File: src/rtl/bmp_pkg.sv
// bmp_pkg: shared register map, screen geometry and colour defaults for the BMP display/probe blocks.
package bmp_pkg;
    localparam logic [15:0] ADDR_QX   = 16'hC00C;
    localparam logic [15:0] ADDR_QY   = 16'hC00D;
    localparam logic [15:0] ADDR_CTRL = 16'hC00E;
    localparam logic [15:0] ADDR_CNT  = 16'hC00F;
    localparam logic [15:0] ADDR_HITX = 16'hC010;
    localparam logic [15:0] ADDR_HITY = 16'hC011;

    localparam int H_RES_DEF = 640;
    localparam int V_RES_DEF = 480;
    localparam logic [5:0] BG_COLOR_DEF = 6'h00;

    localparam int ST_BUSY = 0;
    localparam int ST_DONE = 1;
    localparam int ST_HIT  = 2;
    localparam int ST_CLIP = 3;

    typedef enum logic [1:0] {IDLE, SCAN, DRAIN} probe_state_t;
endpackage

File: src/rtl/bmp_probe_addr_gen.sv
// bmp_probe_addr_gen: walks the probe rectangle in raster order and produces the 640-stride read address.
module bmp_probe_addr_gen
    import bmp_pkg::*;
#(
    parameter int H_RES = H_RES_DEF,
    parameter int V_RES = V_RES_DEF
) (
    input  logic        clk,
    input  logic        rst_n,
    input  logic        load,
    input  logic        step,
    input  logic [9:0]  qx,
    input  logic [8:0]  qy,
    input  logic [5:0]  wm1,
    input  logic [5:0]  hm1,
    output logic [9:0]  px,
    output logic [8:0]  py,
    output logic        clip,
    output logic        last,
    output logic [18:0] raddr
);
    localparam logic [10:0] HX = 11'(H_RES);
    localparam logic [9:0]  VY = 10'(V_RES);

    logic [9:0]  wqx;
    logic [8:0]  wqy;
    logic [5:0]  wm1_q, hm1_q, cx, cy, nx, ny;
    logic [10:0] npx;
    logic [9:0]  npy;
    logic        wrap, adv, nclip;
    logic [18:0] naddr;

    // Registers hold the pixel currently presented on raddr, so data returns one cycle later.
    always_comb begin
        wrap  = cx == wm1_q;
        last  = wrap && cy == hm1_q;
        adv   = load || (step && !last);
        nx    = (load || wrap) ? 6'd0 : cx + 6'd1;
        ny    = load ? 6'd0 : wrap ? cy + 6'd1 : cy;
        npx   = {1'b0, load ? qx : wqx} + {5'b0, nx};
        npy   = {1'b0, load ? qy : wqy} + {4'b0, ny};
        nclip = npx >= HX || npy >= VY;
        naddr = {npy, 9'b0} + {2'b0, npy, 7'b0} + {8'b0, npx};
    end

    always_ff @(posedge clk or negedge rst_n) begin
        if (!rst_n) begin
            wqx   <= '0;
            wqy   <= '0;
            wm1_q <= '0;
            hm1_q <= '0;
            cx    <= '0;
            cy    <= '0;
            px    <= '0;
            py    <= '0;
            clip  <= 1'b0;
            raddr <= '0;
        end else begin
            if (load) begin
                wqx   <= qx;
                wqy   <= qy;
                wm1_q <= wm1;
                hm1_q <= hm1;
            end
            if (adv) begin
                cx   <= nx;
                cy   <= ny;
                px   <= npx[9:0];
                py   <= npy[8:0];
                clip <= nclip;
                if (!nclip) raddr <= naddr;
            end
        end
    end
endmodule

File: src/rtl/bmp_pixel_probe.sv
// bmp_pixel_probe: CPU-programmed rectangle scan of video memory, counting non-background pixels
// and capturing the raster-first hit for software collision detection.
module bmp_pixel_probe
    import bmp_pkg::*;
#(
    parameter logic [5:0] BG_COLOR = BG_COLOR_DEF,
    parameter int         H_RES    = H_RES_DEF,
    parameter int         V_RES    = V_RES_DEF
) (
    input  logic        clk,
    input  logic        rst_n,
    input  logic        bmp_sel,
    input  logic        mm_we,
    input  logic        mm_re,
    input  logic [15:0] addr,
    input  logic [15:0] wdata,
    output logic [15:0] rdata,
    output logic [18:0] vm_raddr,
    input  logic [5:0]  vm_rdata
);
    probe_state_t state;
    logic [9:0]  qx, hitx, px, pxd;
    logic [8:0]  qy, hity, py, pyd;
    logic [12:0] cnt;
    logic        busy, done, hit, clipped, clip, last, vld, wr, start;
    logic [15:0] status, rd;
    logic        unused_bits;

    assign wr          = bmp_sel && mm_we;
    assign start       = wr && addr == ADDR_CTRL && wdata[15] && state == IDLE;
    assign unused_bits = ^wdata[14:12];

    bmp_probe_addr_gen #(.H_RES(H_RES), .V_RES(V_RES)) u_addr_gen (
        .clk   (clk),
        .rst_n (rst_n),
        .load  (start),
        .step  (state == SCAN),
        .qx    (qx),
        .qy    (qy),
        .wm1   (wdata[5:0]),
        .hm1   (wdata[11:6]),
        .px    (px),
        .py    (py),
        .clip  (clip),
        .last  (last),
        .raddr (vm_raddr)
    );

    always_ff @(posedge clk or negedge rst_n) begin
        if (!rst_n) begin
            qx <= '0;
            qy <= '0;
        end else begin
            if (wr && addr == ADDR_QX) qx <= wdata[9:0];
            if (wr && addr == ADDR_QY) qy <= wdata[8:0];
        end
    end

    always_ff @(posedge clk or negedge rst_n) begin
        if (!rst_n) begin
            state   <= IDLE;
            busy    <= 1'b0;
            done    <= 1'b0;
            hit     <= 1'b0;
            clipped <= 1'b0;
            cnt     <= '0;
            hitx    <= '0;
            hity    <= '0;
            vld     <= 1'b0;
            pxd     <= '0;
            pyd     <= '0;
        end else begin
            vld <= state == SCAN && !clip;
            pxd <= px;
            pyd <= py;
            if (vld && vm_rdata != BG_COLOR) begin
                cnt <= cnt + 13'd1;
                if (!hit) begin
                    hit  <= 1'b1;
                    hitx <= pxd;
                    hity <= pyd;
                end
            end
            case (state)
                IDLE: if (start) begin
                    cnt     <= '0;
                    hit     <= 1'b0;
                    clipped <= 1'b0;
                    done    <= 1'b0;
                    busy    <= 1'b1;
                    state   <= SCAN;
                end
                SCAN: begin
                    if (clip) clipped <= 1'b1;
                    if (last) state <= DRAIN;
                end
                DRAIN: begin
                    busy  <= 1'b0;
                    done  <= 1'b1;
                    state <= IDLE;
                end
                default: state <= IDLE;
            endcase
        end
    end

    always_comb begin
        status          = '0;
        status[ST_BUSY] = busy;
        status[ST_DONE] = done;
        status[ST_HIT]  = hit;
        status[ST_CLIP] = clipped;
        rd = addr == ADDR_QX   ? {6'b0, qx}   :
             addr == ADDR_QY   ? {7'b0, qy}   :
             addr == ADDR_CTRL ? status       :
             addr == ADDR_CNT  ? {3'b0, cnt}  :
             addr == ADDR_HITX ? {6'b0, hitx} :
             addr == ADDR_HITY ? {7'b0, hity} : 16'h0;
        rdata = (bmp_sel && mm_re) ? rd : 16'h0;
    end
endmodule
File: config.mk
export PLATFORM = sky130hd
export DESIGN_NAME = bmp_pixel_probe
export DESIGN_NICKNAME = d
export VERILOG_FILES = /design/src/rtl/bmp_pkg.sv /design/src/rtl/bmp_probe_addr_gen.sv /design/src/rtl/bmp_pixel_probe.sv
export SDC_FILE = /design/constraint.sdc
export NUM_CORES = 1
export LEC_CHECK = 0
export CORE_MARGIN = 5
export CORE_UTILIZATION = 52
export DETAILED_ROUTE_END_ITERATION = 10
export GPL_ROUTABILITY_DRIVEN = 0
export PLACE_DENSITY = 0.78
export SYNTH_ARGS = -nofsm -noshare
export SYNTH_HDL_FRONTEND = slang
export SYNTH_SLANG_ARGS = --single-unit
File: constraint.sdc
create_clock -name clk -period 8.62 [get_ports clk]
set_input_delay 1.293 -clock clk [delete_from_list [all_inputs] [get_ports clk]]
set_output_delay 1.293 -clock clk [all_outputs]
set_load 0.05 [all_outputs]
==> flow_metrics.py <==
metrics = {
    "outcome": {
        "status": "finished, final reports clean",
    },
    "logic_synthesis": {
        "ys_async_sr_fraction_pct": 100.0,
        "ys.flop_type": "dfrtp_1",
        "synth-seq-cells": 159,
        "synth_edf_count": 0,
        "yosys_warnings": 0,
        "netlist_area_um2": 8277,
        "synth_cells": 743,
        "ys_seq_area_share_pct": 48.07,
        "synth_area_leaders": "dfrtp_1, mux2_2, ha_1",
        "syn_avg_cell_area_um2": 11.14,
        "synth_top_area_share_pct": 48.07,
        "yosysTopAreaCell": "dfrtp_1",
        "ys_types": 62,
    },
    "floorplan": {
        "die_y_um": 136.2,
        "start_util_pct": 52.48,
        "die_w_um": 136.2,
        "die_area_um2": 18540,
        "coreArea_um2": 15770,
        "ioPinCount": 78,
        "num_rows": 46,
    },
    "layout": {
        "multi_input_area_um2": 4081,
        "final_common_cell": "dfrtp_1",
        "final-seq-area_um2": 3979,
        "fin_cells": 1050,
        "n_fill_cell": 1246,
        "drive_above_1_share_pct": 17.87,
        "area_delta_synth_final_pct": 18.65,
        "nNetsFinal": 902,
        "n_antenna_cell": 0,
        "design_area_um2": 9821,
        "final_cell_mix": "dfrtp_1, nand2_1, mux2_2",
    },
    "global_routing": {
        "antenna_found_initial": 0,
        "first_global_vias": 6153,
        "grt_pass1_wl_um": 31400,
        "gr-total-overflow": 0,
        "grt_usage_pct": 21.83,
        "grt_max_degree": 95,
    },
    "route": {
        "drc": 0,
        "wl_met1_um": 8182,
        "wl_um": 19000,
        "dr.max_layer_used": "met4",
        "wire_per_inst_um": 18.09,
        "drtIter0Drc": 535,
        "vias": 5918,
        "route.met2.wl_um": 9174,
        "drtPass1Iterations": 6,
        "met3_length_um": 1221,
        "ant_nets": 0,
        "viasPerCell": 5.636,
    },
    "timing": {
        "layout_min_cycle_time_ns": 7.317,
        "layout_setup_ws_ns": 1.303,
        "worstMarginPinSlew_ns": 0.9732,
        "setup_tns_ns": 0,
        "holdWs_ns": 0.3725,
        "setup_violations": 0,
        "fin_crit_sh_pct": 84.89,
        "rsz0062_at_grt": "no",
        "max_freq_mhz": 136.7,
        "drv_slew": 0,
        "finClkSkew_ns": 0.006973,
        "hold_viol": 0,
        "slew_headroom_pct": 34.77,
    },
    "placed_design": {
        "place_area_um2": 9223,
        "dp_hpwl_um": 13440,
        "dp_cells": 1018,
        "pre_cts_slack_ns": 0.9298,
        "io_buffers": 71,
    },
    "power": {
        "p_leak_uw": 0.004548,
        "power_density_nw_per_um2": 282.7,
        "peakVddDrop_mv": 0.2836,
    },
    "setup_path": {
        "crit_required_ns": 8.93,
        "cp.arrival_ns": 7.63,
        "critPathKind": "in -> reg",
        "cp_max_fo": 9,
        "regToRegEndpoint": "u_addr_gen.raddr[17]$_DFFE_PN0P_",
        "startpoint_type": "input pin",
        "r2r_cells": 24,
        "r2r_slack_ns": 2.53,
        "endpoint_kind": "register",
        "r2r_start": "state[1]$_DFFE_PN0P_",
    },
    "cts": {
        "clk_path_buf_depth": 2,
        "cts_resized": 0,
        "cts_root_buf": "clkbuf_16",
        "tritoncts": "done",
        "clock_latency_ns": 0.43,
        "clock_sinks": 159,
        "cts_hold_buf": 0,
        "post-cts-setup-buffers": 0,
        "numCtsBuffers": 17,
        "cts_htree_levels": 4,
        "clk_pin_slew_worst_paths_ns": 0.06,
    },
    "job": {
        "maxCapViolations": 0,
    },
    "worst_hold_path": {
        "holdPathStages": 0,
        "hp-start": "u_addr_gen.px[9]$_DFFE_PN0P_",
        "holdCritPathClass": "reg -> reg",
        "min_to": "pxd[9]$_DFF_PN0_",
    },
}
==> report_power, final <==
part,total (µW),leakage [µW],switching [µW],internal [µW]
clock network,758,0.000289,323,435
logic,1030,0.00224,540,485
registers,993,0.00202,107,886
total,2780,0.00455,970,1810
==> cells in the mapped netlist (3+ instances only) <==
cell	instances
nand2_1	82
o31ai_1	5
nor2b_1	5
mux2i_1	17
a21o_1	5
o21ai_0	29
xor2_1	31
or3_1	9
nor3_1	11
buf_1	7
nand4_1	5
dfrtp_1	159
a21oi_1	30
nor2_1	53
and2_1	5
nand3_1	24
fa_1	4
and3_1	9
a221oi_1	4
clkbuf_1	11
nand2b_1	5
xnor2_1	27
ha_1	34
buf_4	3
inv_1	24
mux2_2	75
nor4_4	3
a211oi_1	3
mux2_4	17
buf_6	3
o211ai_1	6
==> worst max path at each step <==
| stage | startpoint | to | slack, ns | depth (start not counted) |
|---|---|---|---|---|
| 2_1_floorplan | addr[9] | u_addr_gen.raddr[17]$_DFFE_PN0P_ | 1.59 | 26 |
| 3_3_place_gp | addr[5] | u_addr_gen.raddr[17]$_DFFE_PN0P_ | 0.99 | 25 |
| 3_5_place_dp | addr[5] | u_addr_gen.raddr[17]$_DFFE_PN0P_ | 0.93 | 25 |
| 4_1_cts | addr[5] | u_addr_gen.raddr[17]$_DFFE_PN0P_ | 1.32 | 25 |
| 5_1_grt | addr[5] | u_addr_gen.raddr[17]$_DFFE_PN0P_ | 0.89 | 25 |
| 6_report | addr[5] | u_addr_gen.raddr[17]$_DFFE_PN0P_ | 1.30 | 25 |
==> logic make-up (layout without fill, tap and decap cells) <==
family / Yosys count / after routing / synth area share [%]
and+or+nand+nor: 228 / 228 / 13.85
DFF: 159 / 159 / 48.07
muxes: 110 / 110 / 15.62
AOI/OAI and AO/OA: 99 / 99 / 7.468
xor gates and xnor gates: 58 / 58 / 6.138
buffers and inverters: 50 / 139 / 2.706
adders and majority gates: 38 / 38 / 6.107
other: 1 / 3 / 0.04531
==> per-stage QoR <==
step           util [%]  power, µW
2_1_floorplan         -       1747
3_3_place_gp      58.48       1996
3_5_place_dp      58.48       2024
4_1_cts           62.27       2803
5_1_grt           62.27       2946
6_report          62.27       2776
==> area by class of cell <==
class	count	area share, %
Multi-Input combinational cell	536	41.56
Clock buffer	17	4.332
Inverter	24	0.9173
Clock inverter	15	1.758
Timing Repair Buffer	83	8.167
Tap cell	216	2.752
Sequential cell	159	40.51
==> registers in the layout, indices dropped and copies added, names as in the netlist, 2 cells and up <==
| name | flops |
|---|---|
| u_addr_gen.hm1_q | 6 |
| u_addr_gen.py | 9 |
| qx | 10 |
| u_addr_gen.wqx | 10 |
| state | 2 |
| hity | 9 |
| u_addr_gen.cy | 6 |
| cnt | 13 |
| u_addr_gen.wm1_q | 6 |
| pxd | 10 |
| u_addr_gen.px | 10 |
| u_addr_gen.wqy | 9 |
| pyd | 9 |
| hitx | 10 |
| qy | 9 |
| u_addr_gen.cx | 6 |
| u_addr_gen.raddr | 19 |
==> worst max-delay path, stage by stage <==
cell and delay (ns):
clkdlybuf4s50_1 0.39, or4_4 0.58, nor4_4 0.49, nand3_2 0.30
nand2_1 0.32, nor2_1 0.09, ha_1 0.25, fa_1 0.44
a211o_1 0.32, o211ai_1 0.10, a21oi_1 0.25, nand3_1 0.17
xnor2_1 0.12, nor2_1 0.05, a21oi_1 0.20, ha_1 0.28
ha_1 0.21, a21o_1 0.15, a21oi_1 0.22, o21bai_1 0.11
a2111oi_0 0.57, o31ai_1 0.16, a21oi_1 0.20, xnor2_1 0.08
mux2_4 0.26
==> metal layers <==
layer / vias up / GRT usage (%)
li1: 2768 / -
met4: 0 / 7.335
met1: 2935 / 28.34
met2: 180 / 36.05
met5: - / 0
met3: 35 / 5.255
No activity file was read; power rests on OpenSTA's default activity.
